### src/rtl/lim_scheduler_if.sv
// lim_scheduler_if: start/result handshake between lim_scheduler (master) and the
// shared top/bottom limit detector (slave).
interface lim_scheduler_if #(
    parameter int DATA_W = 8
);
    logic              det_start;
    logic [DATA_W-1:0] det_level;
    logic [DATA_W-1:0] det_top_th;
    logic [DATA_W-1:0] det_bott_th;
    logic              det_done;
    logic              det_top_lim;
    logic              det_bott_lim;

    modport master (
        output det_start, det_level, det_top_th, det_bott_th,
        input  det_done, det_top_lim, det_bott_lim
    );

    modport slave (
        input  det_start, det_level, det_top_th, det_bott_th,
        output det_done, det_top_lim, det_bott_lim
    );
endinterface

### src/rtl/lim_scheduler.sv
// lim_scheduler: round-robin time-sharing of one limit detector among NUM_CH channels.
// Optional WAIT watchdog enabled by defining LIM_SCHED_WATCHDOG_EN.
module lim_scheduler #(
    parameter int NUM_CH  = 4,
    parameter int DATA_W  = 8,
    parameter int TIMEOUT = 16
) (
    input  logic                     clk,
    input  logic                     reset_L,
    input  logic [NUM_CH-1:0]        ch_req,
    input  logic [NUM_CH*DATA_W-1:0] ch_level,
    input  logic                     cfg_we,
    input  logic [2:0]               cfg_ch,
    input  logic [DATA_W-1:0]        cfg_top,
    input  logic [DATA_W-1:0]        cfg_bott,
    lim_scheduler_if.master          det,
    output logic [NUM_CH-1:0]        grant,
    output logic [NUM_CH-1:0]        top_lim,
    output logic [NUM_CH-1:0]        bott_lim,
    output logic                     busy,
    output logic                     err
);

    localparam int unsigned NCH   = NUM_CH;
    localparam int          IDX_W = (NUM_CH > 1) ? $clog2(NUM_CH) : 1;

    if (NUM_CH < 2 || NUM_CH > 8 || TIMEOUT < 1) begin : g_cfg_check
        $error("lim_scheduler: unsupported parameter set");
    end

    typedef enum logic [2:0] {IDLE, ARB, ISSUE, WAIT, STORE} state_t;

    state_t            state;
    logic [IDX_W-1:0]  rr_ptr;
    logic [IDX_W-1:0]  gidx;
    logic [IDX_W-1:0]  next_ptr;
    logic [IDX_W-1:0]  pick_idx;
    logic              pick_vld;
    int unsigned       cand;
    logic [DATA_W-1:0] top_th  [NUM_CH];
    logic [DATA_W-1:0] bott_th [NUM_CH];

    // First requester at or after rr_ptr, searching modulo NUM_CH.
    always_comb begin
        pick_vld = 1'b0;
        pick_idx = '0;
        cand     = 0;
        for (int unsigned k = 0; k < NCH; k++) begin
            cand = (32'(rr_ptr) + k) % NCH;
            if (!pick_vld && ch_req[cand]) begin
                pick_vld = 1'b1;
                pick_idx = IDX_W'(cand);
            end
        end
    end

    assign next_ptr = (gidx == IDX_W'(NCH - 1)) ? '0 : gidx + 1'b1;
    assign busy     = (state != IDLE);

    always_ff @(posedge clk or negedge reset_L) begin
        if (!reset_L) begin
            for (int unsigned i = 0; i < NCH; i++) begin
                top_th[i]  <= '1;
                bott_th[i] <= '0;
            end
        end else if (cfg_we) begin
            for (int unsigned i = 0; i < NCH; i++) begin
                if (cfg_ch == 3'(i)) begin
                    top_th[i]  <= cfg_top;
                    bott_th[i] <= cfg_bott;
                end
            end
        end
    end

`ifdef LIM_SCHED_WATCHDOG_EN
    localparam int WD_W = $clog2(TIMEOUT + 1);
    logic [WD_W-1:0] wd_cnt;
    logic            err_q;
    assign err = err_q;
`else
    assign err = 1'b0;
`endif

    always_ff @(posedge clk or negedge reset_L) begin
        if (!reset_L) begin
            state           <= IDLE;
            rr_ptr          <= '0;
            gidx            <= '0;
            grant           <= '0;
            top_lim         <= '0;
            bott_lim        <= '0;
            det.det_start   <= 1'b0;
            det.det_level   <= '0;
            det.det_top_th  <= '0;
            det.det_bott_th <= '0;
`ifdef LIM_SCHED_WATCHDOG_EN
            wd_cnt          <= '0;
            err_q           <= 1'b0;
`endif
        end else begin
            case (state)
                IDLE: begin
                    if (|ch_req) state <= ARB;
                end
                ARB: begin
                    if (pick_vld) begin
                        gidx            <= pick_idx;
                        grant           <= NUM_CH'(1) << pick_idx;
                        det.det_level   <= ch_level[32'(pick_idx)*DATA_W +: DATA_W];
                        det.det_top_th  <= top_th[pick_idx];
                        det.det_bott_th <= bott_th[pick_idx];
                        det.det_start   <= 1'b1;
                        state           <= ISSUE;
                    end else begin
                        state <= IDLE;
                    end
                end
                ISSUE: begin
                    det.det_start <= 1'b0;
`ifdef LIM_SCHED_WATCHDOG_EN
                    wd_cnt        <= '0;
`endif
                    state         <= WAIT;
                end
                WAIT: begin
                    // Flags are taken on the done edge so the detector result is
                    // sampled while valid; they are visible throughout STORE.
                    if (det.det_done) begin
                        top_lim[gidx]  <= det.det_top_lim;
                        bott_lim[gidx] <= det.det_bott_lim;
                        state          <= STORE;
`ifdef LIM_SCHED_WATCHDOG_EN
                    end else if (wd_cnt == WD_W'(TIMEOUT - 1)) begin
                        err_q <= 1'b1;
                        state <= STORE;
                    end else begin
                        wd_cnt <= wd_cnt + 1'b1;
`endif
                    end
                end
                STORE: begin
                    rr_ptr <= next_ptr;
                    grant  <= '0;
                    state  <= (|ch_req) ? ARB : IDLE;
                end
                default: state <= IDLE;
            endcase
        end
    end

endmodule

### src/flat_wrapper.sv
// flat-port wrapper written by rule: the top's interface ports become plain ports
module lim_scheduler_flat 
#(
    parameter int NUM_CH  = 4,
    parameter int DATA_W  = 8,
    parameter int TIMEOUT = 16
)
  (clk, reset_L, ch_req, ch_level, cfg_we, cfg_ch, cfg_top, cfg_bott, grant, top_lim, bott_lim, busy, err, det_det_start, det_det_level, det_det_top_th, det_det_bott_th, det_det_done, det_det_top_lim, det_det_bott_lim);
  lim_scheduler_if #(.DATA_W(DATA_W)) det_i ();
  input  logic clk;
  input  logic reset_L;
  input  logic [NUM_CH-1:0] ch_req;
  input  logic [NUM_CH*DATA_W-1:0] ch_level;
  input  logic cfg_we;
  input  logic [2:0] cfg_ch;
  input  logic [DATA_W-1:0] cfg_top;
  input  logic [DATA_W-1:0] cfg_bott;
  output logic [NUM_CH-1:0] grant;
  output logic [NUM_CH-1:0] top_lim;
  output logic [NUM_CH-1:0] bott_lim;
  output logic busy;
  output logic err;
  output wire logic [$bits(det_i.det_start)-1:0] det_det_start;
  output wire logic [$bits(det_i.det_level)-1:0] det_det_level;
  output wire logic [$bits(det_i.det_top_th)-1:0] det_det_top_th;
  output wire logic [$bits(det_i.det_bott_th)-1:0] det_det_bott_th;
  input wire logic [$bits(det_i.det_done)-1:0] det_det_done;
  input wire logic [$bits(det_i.det_top_lim)-1:0] det_det_top_lim;
  input wire logic [$bits(det_i.det_bott_lim)-1:0] det_det_bott_lim;
  assign det_det_start = det_i.det_start;
  assign det_det_level = det_i.det_level;
  assign det_det_top_th = det_i.det_top_th;
  assign det_det_bott_th = det_i.det_bott_th;
  assign det_i.det_done = det_det_done;
  assign det_i.det_top_lim = det_det_top_lim;
  assign det_i.det_bott_lim = det_det_bott_lim;
  lim_scheduler #(.NUM_CH(NUM_CH), .DATA_W(DATA_W), .TIMEOUT(TIMEOUT)) u_core (.clk(clk), .reset_L(reset_L), .ch_req(ch_req), .ch_level(ch_level), .cfg_we(cfg_we), .cfg_ch(cfg_ch), .cfg_top(cfg_top), .cfg_bott(cfg_bott), .det(det_i), .grant(grant), .top_lim(top_lim), .bott_lim(bott_lim), .busy(busy), .err(err));
endmodule
### config.mk
export PLATFORM = sky130hd
export DESIGN_NAME = lim_scheduler_flat
export DESIGN_NICKNAME = d
export VERILOG_FILES = /design/src/rtl/lim_scheduler_if.sv /design/src/rtl/lim_scheduler.sv /design/src/flat_wrapper.sv
export SDC_FILE = /design/constraint.sdc
export NUM_CORES = 1
export LEC_CHECK = 0
export ABC_AREA = 1
export CAP_MARGIN = 20
export CORE_ASPECT_RATIO = 1.1
export CORE_MARGIN = 4
export CORE_UTILIZATION = 30
export DETAILED_ROUTE_END_ITERATION = 8
export GPL_ROUTABILITY_DRIVEN = 1
export MAX_ROUTING_LAYER = met4
export PLACE_DENSITY = 0.53
export SLEW_MARGIN = 20
export SYNTH_ARGS = -nofsm -noshare
export SYNTH_HDL_FRONTEND = slang
export SYNTH_SLANG_ARGS = --single-unit
### constraint.sdc
create_clock -name clk -period 1.56 [get_ports clk]
set_input_delay 0.312 -clock clk [delete_from_list [all_inputs] [get_ports clk]]
set_output_delay 0.312 -clock clk [all_outputs]
set_load 0.005 [all_outputs]
==> implementation parameters <==
Parameter                              Value

Run status
  Run status    finished with violations
  Violations in the final reports    negative setup slack

Yosys
  Compound-cell area share of the yosys netlist    0.07812
  Syn_area_per_cell    8.068 µm²
  Fraction of synthesized cell area taken by the top area cell type    0.3534
  Seq cells post-synth    108
  Cell type with the largest total area after synthesis    dfrtp_1
  Cell area after synthesis    0.005381 mm²
  Post-synthesis xor/xnor area fraction    0
  Synthesized netlist cell count    667
  Mux cell area share after synthesis    0
  Simple-gate portion of the synthesized area    0.3204
  Number of warnings printed during yosys synthesis    0
  Area contributors post-synth    dfrtp_1, nand2_1, dfstp_2
  Sequential area share after synthesis    0.5096
  Synthesized Nets    732
  Count of different cell masters after synthesis    29
  Dominant combinational cell family by area after synthesis    simple AND/OR/NAND/NOR gates
  Synthesized-area fraction occupied by adder cells    0.009300

STA
  Final period utilization    1.244
  PnR worst setup slack    -0.3801 ns
  RSZ-0062 raised after global routing    yes
  Layout Skew    0.01198 ns
  Final Slew Violations    0
  Shortest period the worst path allows    1.940 ns
  FMAX    0.5154 GHz
  Setup-violating endpoint count in the final report    30
  Number of failing hold endpoints at the final stage    0

Global routing
  Aggregate global-route resource usage    0.1659
  First-pass GRT wire length    26.16 mm
  Via count of the first global-routing pass    5,106
  Largest net degree at the start of global routing    37
  GRT Residual Overflow    0
  Initial antenna violation count    0

Worst setup path
  Master of the slowest instance on the critical path    dfrtp_1
  Largest fanout on the critical path    9
  Worst endpoint required time    1.84 ns
  Maximum single-stage delay on the critical path    0.40 ns
  Type of the worst setup path    reg -> reg
  Total buffers and inverters traversed by the critical path    4
  Critical Path Most Common Cell    nand2_1
  Flop-to-flop setup slack    -0.38 ns
  Critical R2R Launch    u_core.rr_ptr[0]$_DFFE_PN0P_
  Reg-to-reg critical path endpoint    u_core.det.det_bott_th[0]$_DFFE_PN0P_
  Category of cells accounting for the largest share of critical-path delay    simple AND/OR/NAND/NOR gates
  Worst R2R Path Depth    14
  Category of the worst setup path launch point    flip-flop
  CP arrival    2.22 ns
  Cells traversed along the worst timing path    buf_12, inv_8, nand2_1, nand2_1, nand2_2, nand2_4, nand4_1, nand2_2, nor2_4, buf_4, nor2_4, buf_12, nand2_1, nand3_1
  CP Capture Type    flip-flop

Detailed routing
  DRC errors left    0
  WL/cell    15.49 µm
  Top routing layer in use    met4
  Number of detailed-route iterations in the first pass    4
  Metal2 WL    8.299 mm
  Total routed wirelength    16.09 mm
  DR WL met3    743 µm
  Via/cell ratio    4.828
  Initial detailed-routing violation count    366
  Via count    5,016
  Metal1 wirelength    6.826 mm
  Number of nets with antenna violations after routing    0

Place
  Placer's final routability congestion estimate    0.8290
  Number of cells in the design after placement    1,003
  Port Buf Inserts    98
  Pre-CTS WS    -0.8380 ns
  Total half-perimeter wirelength after legalization and detailed placement    10.69 mm

Clocking
  Clock Tree Root    clkbuf_16
  CTS sink cnt    108
  TritonCTS clock tree    done
  Maximum clock insertion buffer count    2
  Clk_lat worst skew    0.35 ns
  Cts bufs inserted    9
  Total number of H-tree levels    3
  Clock-pin transition on the worst setup and hold timing paths    0.08 ns

Final layout
  Final-stage net count    861
  Area of the multi-input gates    0.002293 mm²
  Area Overhead vs Synth    38.36%
  Core utilization of the finished layout    0.4213
  Layout cells sized above 1    0.1835
  Number of inserted filler cells in the final layout    1,769
  Total inserted antenna cells    0
  Sequential cell area    0.002743 mm²
  Non-filler instance count after layout    1,039

Power
  Clock Power Share    0.162
  Static leakage    3.743 nW
  Worst VDD drop    0.9142 mV
  Portion of total power attributed to sequential cells    0.301
  Power density cells    1875 mW/mm²
  Psw    0.005794 W
  Combinational group share of total power    0.537
  Internal power    0.008167 W
  Fraction of power spent switching nets    0.4150

Floorplanning
  I/O pin count    100
  Cell row count    51
  Die height    148.5 µm
  Horizontal die dimension    135.7 µm
  Die outline area    0.02015 mm²
  Effective utilization at floorplan    0.3045
  Floorplan Core Area    0.01768 mm²

Run
  Count of maximum capacitance violations    0

Min path
  Worst hold-check path type    in -> async
-- registers in the layout (all words and copies together), names as in the netlist --
register and count:
u_core.gidx 2, u_core.state 3, u_core.bott_th 32, u_core.det.det_start 1, u_core.det.det_top_th 8, u_core.top_lim 4, u_core.rr_ptr 2, u_core.det.det_bott_th 8
u_core.grant 4, u_core.bott_lim 4, u_core.det.det_level 8, u_core.top_th 32
-- placed cells by master, fill, tap and decap left out, types with 3 or more instances in the layout --
master | synthesis | layout
nand3_1 | 64 | 61
nand4_1 | 50 | 50
ha_1 | 4 | 4
dfstp_2 | 32 | 32
clkbuf_16 | 0 | 9
nand2_4 | 0 | 3
nand3_2 | 3 | 4
inv_1 | 39 | 37
clkdlybuf4s50_1 | 0 | 70
buf_12 | 0 | 11
dlymetal6s2s_1 | 0 | 14
clkinv_8 | 0 | 3
inv_2 | 4 | 6
nor2_4 | 3 | 4
nand2_1 | 246 | 237
dfrtp_1 | 76 | 76
o21ai_0 | 75 | 74
buf_6 | 10 | 7
nand2_2 | 6 | 12
dlygate4sd2_1 | 0 | 12
nor2_1 | 8 | 8
buf_4 | 7 | 43
-- worst reg2reg max path: stages, from the launching register on --
cell and delay (ns):
dfrtp_1 0.40, buf_12 0.15, inv_8 0.07, nand2_1 0.06, nand2_1 0.09, nand2_2 0.09, nand2_4 0.09, nand4_1 0.15
nand2_2 0.12, nor2_4 0.06, buf_4 0.14, nor2_4 0.17, buf_12 0.16, nand2_1 0.06, nand3_1 0.08
-- what timing repair did --
| item | CTS | global route |
|---|---|---|
| setup endpoints to repair | 44 | 50 |
| hold endpoints to repair | 24 | 0 |
| hold buffers | 1 | 0 |
| cloned | 1 | 0 |
| pin swaps | 2 | 3 |
| setup buffers | 10 | 8 |
| gates resized for setup | 34 | 29 |
-- power groups by stage --
stage,clock network (W),registers [W],logic (W)
2_1_floorplan,0,0.00418,0.00413
3_3_place_gp,0,0.00425,0.00661
3_5_place_dp,0,0.00428,0.00672
4_1_cts,0.00235,0.00422,0.00728
5_1_grt,0.00247,0.00429,0.00824
6_report,0.00226,0.00421,0.00749
-- cells by family (layout without fill, tap and decap cells) --
logic type / count (synthesis) / after routing
adder cells (fa/ha/maj): 4 / 4
other: 1 / 1
AND/OR/NAND/NOR: 385 / 386
AO/OA/AOI/OAI: 82 / 82
buffers and inverters: 87 / 220
flip-flops: 108 / 108
-- metal layers --
layer,track usage,up-vias
li1,-,2458
met2,0.2943,141
met1,0.1985,2398
met4,0.04637,0
met3,0.02030,19
met5,-,-
-- cell type report --
class                           instances  share of cell area
Timing Repair Buffer                  160              0.2193
Tap cell                              238             0.03999
Sequential cell                       108              0.3683
Inverter                               44             0.02319
Clock buffer                            9             0.03025
Clock inverter                          7             0.01092
Multi-Input combinational cell        473              0.3080
-- cell usage after synthesis --
library cell and number:
nand3_1 64, nand4_2 1, nand4_1 50, inv_6 1, a21oi_1 2, dfstp_2 32
nand3_2 3, conb_1 1, nor4_1 1, o21ai_0 75, inv_1 39, nand2_2 6
nand2_1 246, buf_2 6, o31ai_1 2, nor3_1 1, inv_2 4, nor2_1 8
buf_4 7, a22oi_1 1, dfrtp_1 76, nor2_4 3, a21boi_1 1, ha_1 4
o21ai_1 1, and2_1 1, nor2_2 1, buf_6 10, clkbuf_1 20
-- worst max path at each step --
stage                                             to  slack [ns]  cells past startpoint                          from
2_1_floorplan    u_core.det.det_level[6]$_DFFE_PN0P_       -0.03                     15  u_core.rr_ptr[0]$_DFFE_PN0P_
3_3_place_gp             u_core.grant[2]$_DFFE_PN0P_       -0.72                     12                     ch_req[1]
3_5_place_dp             u_core.grant[2]$_DFFE_PN0P_       -0.84                     12                     ch_req[2]
4_1_cts         u_core.det.det_top_th[3]$_DFFE_PN0P_       -0.35                     12  u_core.rr_ptr[0]$_DFFE_PN0P_
5_1_grt          u_core.det.det_level[5]$_DFFE_PN0P_       -0.47                     14  u_core.rr_ptr[0]$_DFFE_PN0P_
6_report       u_core.det.det_bott_th[0]$_DFFE_PN0P_       -0.38                     14  u_core.rr_ptr[0]$_DFFE_PN0P_
-- through the flow --
step / cell area [µm²] / TNS, ns / hold WS, ns / total power (W)
finish: 7446 / -9.844 / 0.4604 / 0.01396
global route: 7446 / -12.83 / 0.4912 / 0.01500
CTS: 7313 / -8.659 / 0.4417 / 0.01385
detailed placement: 6834 / -29.43 / 0.2704 / 0.01100
global placement: 6834 / -22.58 / 0.2678 / 0.01086
floorplan: 5393 / -0.6848 / 0.01641 / 0.008317
Power figures use the tool's default switching activity.
